`src/rtl/jk_pkg.sv`:
```
// Shared JK flip-flop excitation codes and the per-bit excitation function.
// Excitation codes are packed as {J,K}.
package jk_pkg;
    localparam logic [1:0] JK_HOLD   = 2'b00;
    localparam logic [1:0] JK_RESET  = 2'b01;
    localparam logic [1:0] JK_SET    = 2'b10;
    localparam logic [1:0] JK_TOGGLE = 2'b11;

    // Don't-cares resolve to 0, so TOGGLE is never produced.
    function automatic logic [1:0] jk_excite(input logic cur, input logic nxt);
        return {~cur & nxt, cur & ~nxt};
    endfunction
endpackage

```
`src/rtl/jk_cell.sv`:
```
// Single JK flip-flop with asynchronous active-high reset.
// One cycle latency: q updates on the posedge after J/K are presented.
import jk_pkg::*;

module jk_cell (
    input  logic CLK,
    input  logic RST,
    input  logic j,
    input  logic k,
    output logic q
);
    always_ff @(posedge CLK or posedge RST) begin
        if (RST) begin
            q <= 1'b0;
        end else begin
            case ({j, k})
                JK_HOLD:   q <= q;
                JK_RESET:  q <= 1'b0;
                JK_SET:    q <= 1'b1;
                JK_TOGGLE: q <= ~q;
            endcase
        end
    end
endmodule

```
`src/rtl/jk_mod_counter.sv`:
```
// Loadable modulo-N up/down counter built on a bank of JK flip-flops.
// Next state and J/K excitation are combinational; q and wrap update one cycle later.
import jk_pkg::*;

module jk_mod_counter #(
    parameter int WIDTH   = 4,
    parameter int MODULUS = 10
) (
    input  logic             CLK,
    input  logic             RST,
    input  logic             en,
    input  logic             up,
    input  logic             load,
    input  logic [WIDTH-1:0] load_val,
    output logic [WIDTH-1:0] q,
    output logic [WIDTH-1:0] j_ex,
    output logic [WIDTH-1:0] k_ex,
    output logic             tc,
    output logic             wrap
);
    localparam logic [WIDTH-1:0] MAX   = WIDTH'(MODULUS - 1);
    localparam logic [WIDTH:0]   MOD_W = (WIDTH + 1)'(MODULUS);

    logic [WIDTH-1:0] nxt;
    logic [WIDTH-1:0] eff;
    logic             wrap_nxt;

    always_comb begin
        nxt      = q;
        wrap_nxt = 1'b0;
        // An out-of-range count behaves as the top of the range.
        eff      = (q > MAX) ? MAX : q;
        if (load) begin
            nxt = ({1'b0, load_val} >= MOD_W) ? MAX : load_val;
        end else if (en && up) begin
            if (eff == MAX) begin
                nxt      = '0;
                wrap_nxt = 1'b1;
            end else begin
                nxt = eff + WIDTH'(1);
            end
        end else if (en) begin
            if (q == '0) begin
                nxt      = MAX;
                wrap_nxt = 1'b1;
            end else begin
                nxt = eff - WIDTH'(1);
            end
        end
    end

    always_comb begin
        j_ex = '0;
        k_ex = '0;
        for (int i = 0; i < WIDTH; i++) begin
            {j_ex[i], k_ex[i]} = jk_excite(q[i], nxt[i]);
        end
    end

    assign tc = en & ~load & ((up & (q == MAX)) | (~up & (q == '0)));

    for (genvar g = 0; g < WIDTH; g++) begin : g_bank
        jk_cell u_cell (
            .CLK (CLK),
            .RST (RST),
            .j   (j_ex[g]),
            .k   (k_ex[g]),
            .q   (q[g])
        );
    end

    always_ff @(posedge CLK or posedge RST) begin
        if (RST) wrap <= 1'b0;
        else     wrap <= wrap_nxt;
    end
endmodule

```
`config.mk`:
```
export PLATFORM = sky130hd
export DESIGN_NAME = jk_mod_counter
export DESIGN_NICKNAME = d
export VERILOG_FILES = /design/src/rtl/jk_pkg.sv /design/src/rtl/jk_cell.sv /design/src/rtl/jk_mod_counter.sv
export SDC_FILE = /design/constraint.sdc
export NUM_CORES = 1
export LEC_CHECK = 0
export CAP_MARGIN = 20
export CORE_AREA = 2 2 39 41
export DETAILED_ROUTE_END_ITERATION = 7
export DIE_AREA = 0 0 41 43
export DONT_BUFFER_PORTS = 1
export HOLD_SLACK_MARGIN = 0.02
export PLACE_DENSITY = 0.73
export RECOVER_POWER = 100
export SYNTH_ARGS = -nofsm -noshare
export SYNTH_HDL_FRONTEND = slang
export SYNTH_SLANG_ARGS = --single-unit
```
`constraint.sdc`:
```
create_clock -name CLK -period 5.8 [get_ports CLK]
set_input_delay 0.87 -clock CLK [delete_from_list [all_inputs] [get_ports CLK]]
set_output_delay 0.87 -clock CLK [all_outputs]
set_load 0.01 [all_outputs]
```
Yosys cells after proc, flatten, opt, wreduce, memory -nomap -nowiden
Index checks and enable logic that the tools add are counted.

Bits in registers: 5. Logic and storage cells: 68.

Add/subtract/negate cells: 2. Order comparisons: 2. Equal/unequal tests: 14. Multiplexer cells: 16. Bitwise gates (word level): 23. Reductions and logical operators: 6.

Operator list (count): 4-bit two-way mux (7); 2-bit equality test (second input constant) (8); 1-bit AND (12); 1-bit one-hot mux with 3 select lines (4); 1-bit NOT (10); 2-bit by 1-bit equality test with 1-bit output (second input constant) (4); 4-bit equality test (second input constant) (2); 2-bit zero test (4); 1-bit two-way mux (5); 4-bit by 1-bit adder with 4-bit output (second input constant) (1); 4-bit >= comparator (second input constant) (1); 4-bit greater-than comparator (second input constant) (1); 4-bit zero test (1); 4-bit by 1-bit subtractor with 4-bit output (second input constant) (1); 1-bit logical AND (1); 1-bit bitwise OR (1).

Longest topological paths before layout
Depth in word-level cells: 11. Gate-level depth with buffers: 11. Gate-level depth less buffers: 10.

Modules after synthesis
Synthesis repeated with hierarchy kept, for this count alone.

Cell total of the unflattened synthesis: 74. Area, all modules: 566.8 um^2.

By module, submodules not included: jk_mod_counter (instances 1, cells an instance 58, area an instance 416.6 um^2, sequential area each 25.0 um^2); jk_cell (instances 4, cells an instance 4, area an instance 37.5 um^2, sequential area each 25.0 um^2).

Least setup slack after synthesis
OpenSTA, ideal clock, no wires.

Path kind: reg-to-output. Start: register g_bank[2].u_cell.q. End: output port j_ex[2]. Arrival: 2254 ps. Required time: 4930 ps. Slack: 2676 ps. Stages on the path, launching flop included: 12. Buffers on the path: 2. Cell sequence: dfrtp_1 > buf_2 > or2_2 > a21oi_2 > inv_1 > ha_1 > xnor2_1 > o22ai_1 > nor3b_2 > or3_1 > ha_1 > buf_4.

Longest elaborated chain between the ends: 8. Elaborated cells between the ends (all ways): 13.

RTL lines: start, declared (line jk_cell.sv:10) `output logic q`; start signal, assigned (line jk_cell.sv:17) `JK_HOLD: q <= q;`; start signal, assigned (line jk_cell.sv:20) `JK_TOGGLE: q <= ~q;`; 4-bit greater-than comparator (line jk_mod_counter.sv:32) `eff = (q > MAX) ? MAX : q;`; 4-bit two-way mux (line jk_mod_counter.sv:32); 4-bit by 1-bit subtractor with 4-bit output (line jk_mod_counter.sv:47) `nxt = eff - WIDTH'(1);`; 4-bit two-way mux (line jk_mod_counter.sv:43) `if (q == '0) begin`; 4-bit two-way mux (line jk_mod_counter.sv:42) `end else if (en) begin`; 4-bit two-way mux (line jk_mod_counter.sv:35) `end else if (en && up) begin`; 4-bit two-way mux (line jk_mod_counter.sv:33) `if (load) begin`; 1-bit AND (*) (line jk_pkg.sv:11) `return {~cur & nxt, cur & ~nxt};`; end, declared (line jk_mod_counter.sv:16) `output logic [WIDTH-1:0] j_ex,`.

Every way passes the cells marked *; elsewhere a longest branch is shown, timed or not.

Worst setup path in the final report
Ends and elaborated chain as after synthesis.

==> results.md <==
* Ys Warns at 0
* Vias at 564
* Post-synth ARST share at 100.0%
* Area growth syn-to-layout at -11.65%
* Final setup violation count at 0
* Synth top area share at 16.64%
* Post-Synth XOR/XNOR Area at 1.165%
* Hold_buf cts at 0
* Cts bufs inserted at 3
* Largest family of logic cells by synthesized area: buffers and inverters
* Worst slew pin tran at 0.5047 ns
* VDD IR max at 0.0002308 V
* Final Non-Filler Cells at 94
* Synth unique cells at 36
* Initial Utilization at a little over half
* Internal at 0.1591 mW
* Number of global-route vias before repair at 584
* Post-route DRC at 0
* Clock Skews at 0.004350 ns
* CTS tree: done
* Post-synthesis mux area share at 7.321%
* Most frequent cell after synthesis: buf_4
* Max Cap Viol at 0
* HP Class: primary input to async pin
* Fin. Hold Viols at 0
* Post-synthesis register bit count at 5
* Period utilization at roughly three fifths
* Simple-Gate Fraction of Synth Area at between 15 and 20%
* Post-CTS sizing at 0
* Syn_area_per_cell at 8.263 um^2
* Area of the multi-input gates at between 400 and 500 um^2
* Crit. End Element: primary output
* TNS Setup at 0 ns
* Sw Share at 48.25%
* GR Overflow Total at 0
* Worst setup SP type: flop
* Tot Pwr at 0.3074 mW
* Num rows at 14
* Comb pwr share at 57.7%
* Routed Antenna Nets at 0
* Setup bufs post-CTS at 0
* Worst EP arrival at around 2.7 ns
* Fillers at between 100 and 150
* Final nets at 98
* H-tree level count at 1
* Mapped Nets at 110
* Worst setup path category: flop to primary output
* Clock Power Share at 12.8%
* DR vias/cell at about 6.0
* Worst skew pair latency at 0.24 ns
* Router iterations before antenna repair at 4
* First-pass GRT wire length at 2.359 mm
* Dpl cells at 90
* Core Area at about 1400 um^2
* Largest cells by area after synthesis: dfrtp_1 (17%), ha_1 (17%), buf_4 (12%), mux2_2 (6.0%), inv_1 (5.0%)
* Root Driver: clkbuf_4
* Largest net degree at the start of global routing at 16
* Power density over the cells at roughly 460 nW/um^2
* Top FF cell, synth: dfrtp_1
* Initial DRC count at 24
* Sequential area share after synthesis at 16.64%
* Post-synth top cells: buf_4 (12), ha_1 (10), inv_1 (10), dfrtp_1 (5)
* Clock slew at reported path FFs at 0.04 ns
* Worst setup margin at 2.225 ns
* Chip height at 43 um
* Final min period at ~3.6 ns
* Die width at 41 um
* Area leader, netlist: dfrtp_1
* Ant diodes at 0
* Post-Synth Adder-Cell Area at 16.64%
* Crit path required time at roughly 4.9 ns
* Initial antenna violation count at 0
* Lkg Pwr at 0.2992 nW
* Drt total wl at around 1.4 mm
* Psw at 0.1483 mW
* Sink Count at 5
* Ports at 23
* GRT Overall Usage at around a fifth
* Reg power frac at roughly 30%
* Avg WL per Cell at around 15 um
* Full die area at 1763 um^2
* Synth Area in Compound Gates at a little under a fifth
* Final Slew Violations at 0
* Relative slew slack at 66.35%
* Register area at 125.1 um^2
* PortBufs at 0
* Max Fclk at approximately 280 MHz
* Post-synthesis cell count at 91
* Syn Std Cell Area at between 700 and 800 um^2
* Crit path max fanout at 11
* RSZ-0062 raised after global routing: no
* Outcome: completed
* Layout cell share with drive strength beyond 1 at 12.82%
* Clock Tree Buf Depth at 2
* EDFF count, synth at 0
* DP Wirelength at 1.094 mm
* GPL Wtd Cong at 0.7780
* Dpl ws at 2.547 ns
[sequential cells by signal (all words and copies together) (netlist names)]
name,cells
wrap,1
g_bank.u_cell.q,4
[worst max-delay path: stages, from the launching register on]
cell	delay, ns
dfrtp_1	0.52
or2_2	0.36
a21oi_1	0.25
inv_1	0.07
ha_1	0.21
xnor2_1	0.16
o22ai_1	0.11
nor3b_1	0.18
or3_1	0.36
ha_1	0.24
[kinds of logic (layout without fill, tap and decap cells)]
family	count (synthesis)	after routing
multiplexers	5	5
XOR/XNOR	1	1
adder cells (fa/ha/maj)	10	10
flip-flops	5	5
buffers and inverters	27	14
AO/OA/AOI/OAI	19	19
AND/OR/NAND/NOR	24	24
[metrics by stage]
stage	utilization, %	instance area [um^2]	hold WS, ns
6_report	48.01	664.4	0.4197
5_1_grt	48.01	664.4	0.4237
4_1_cts	49.01	678.2	0.4188
3_5_place_dp	47.11	651.9	0.6768
3_3_place_gp	47.11	651.9	0.6684
2_1_floorplan	-	752.0	0.6245
[final timing paths]
path                                    startpoint                 end  slack, ns  cells after the start
worst max-delay path            g_bank[2].u_cell.q             j_ex[2]       2.23                      9
worst min-delay path                           RST  g_bank[1].u_cell.q       0.42                      1
worst max register to register  g_bank[2].u_cell.q  g_bank[2].u_cell.q       2.84                     10
worst min register to register  g_bank[1].u_cell.q  g_bank[1].u_cell.q       0.79                      1
max in group asynchronous                      RST  g_bank[0].u_cell.q       5.20                      1
min in group CLK                g_bank[1].u_cell.q  g_bank[1].u_cell.q       0.79                      1
[power by group through the flow]
stage / logic, mW / clock network (mW) / registers (mW)
2_1_floorplan: 0.228 / 0 / 0.0620
3_3_place_gp: 0.178 / 0 / 0.0910
3_5_place_dp: 0.182 / 0 / 0.0919
4_1_cts: 0.184 / 0.0413 / 0.0916
5_1_grt: 0.204 / 0.0435 / 0.0939
6_report: 0.177 / 0.0393 / 0.0906
[layout make-up]
type                            count  area share, %
Multi-Input combinational cell     59          68.55
Tap cell                           16          3.013
Sequential cell                     5          18.83
Inverter                           10          5.650
Clock buffer                        4          3.955
[cells in the final DEF, fill, tap and decap left out, drive strengths merged]
cell and n:
a21oi 4, o2111ai 1, o21ai 3, a211oi 1
dfrtp 5, xnor2 1, nand4 1, clkbuf 4
o21ba 1, o22ai 1, and3 1, o31ai 1
nor3b 1, mux2 4, nand2b 2, nor2 3
o41ai 1, nand3 3, o311ai 1, ha 10
or3 4, or2 1, o311a 1, o21bai 1
o21a 2, nor3 3, nand2 4, mux2i 1
o41a 1, inv 10, nor4 1
[metal layers]
| layer | share of wire (%) | vias to the layer above | track usage (%) |
|---|---|---|---|
| li1 | - | 280 | - |
| met1 | 44 | 263 | 23.93 |
| met2 | 49 | 17 | 29.38 |
| met3 | 4.6 | 4 | 4.712 |
| met4 | 2.2 | 0 | 12.67 |
| met5 | 0 | - | 0 |
Power figures use the tool's default switching activity.
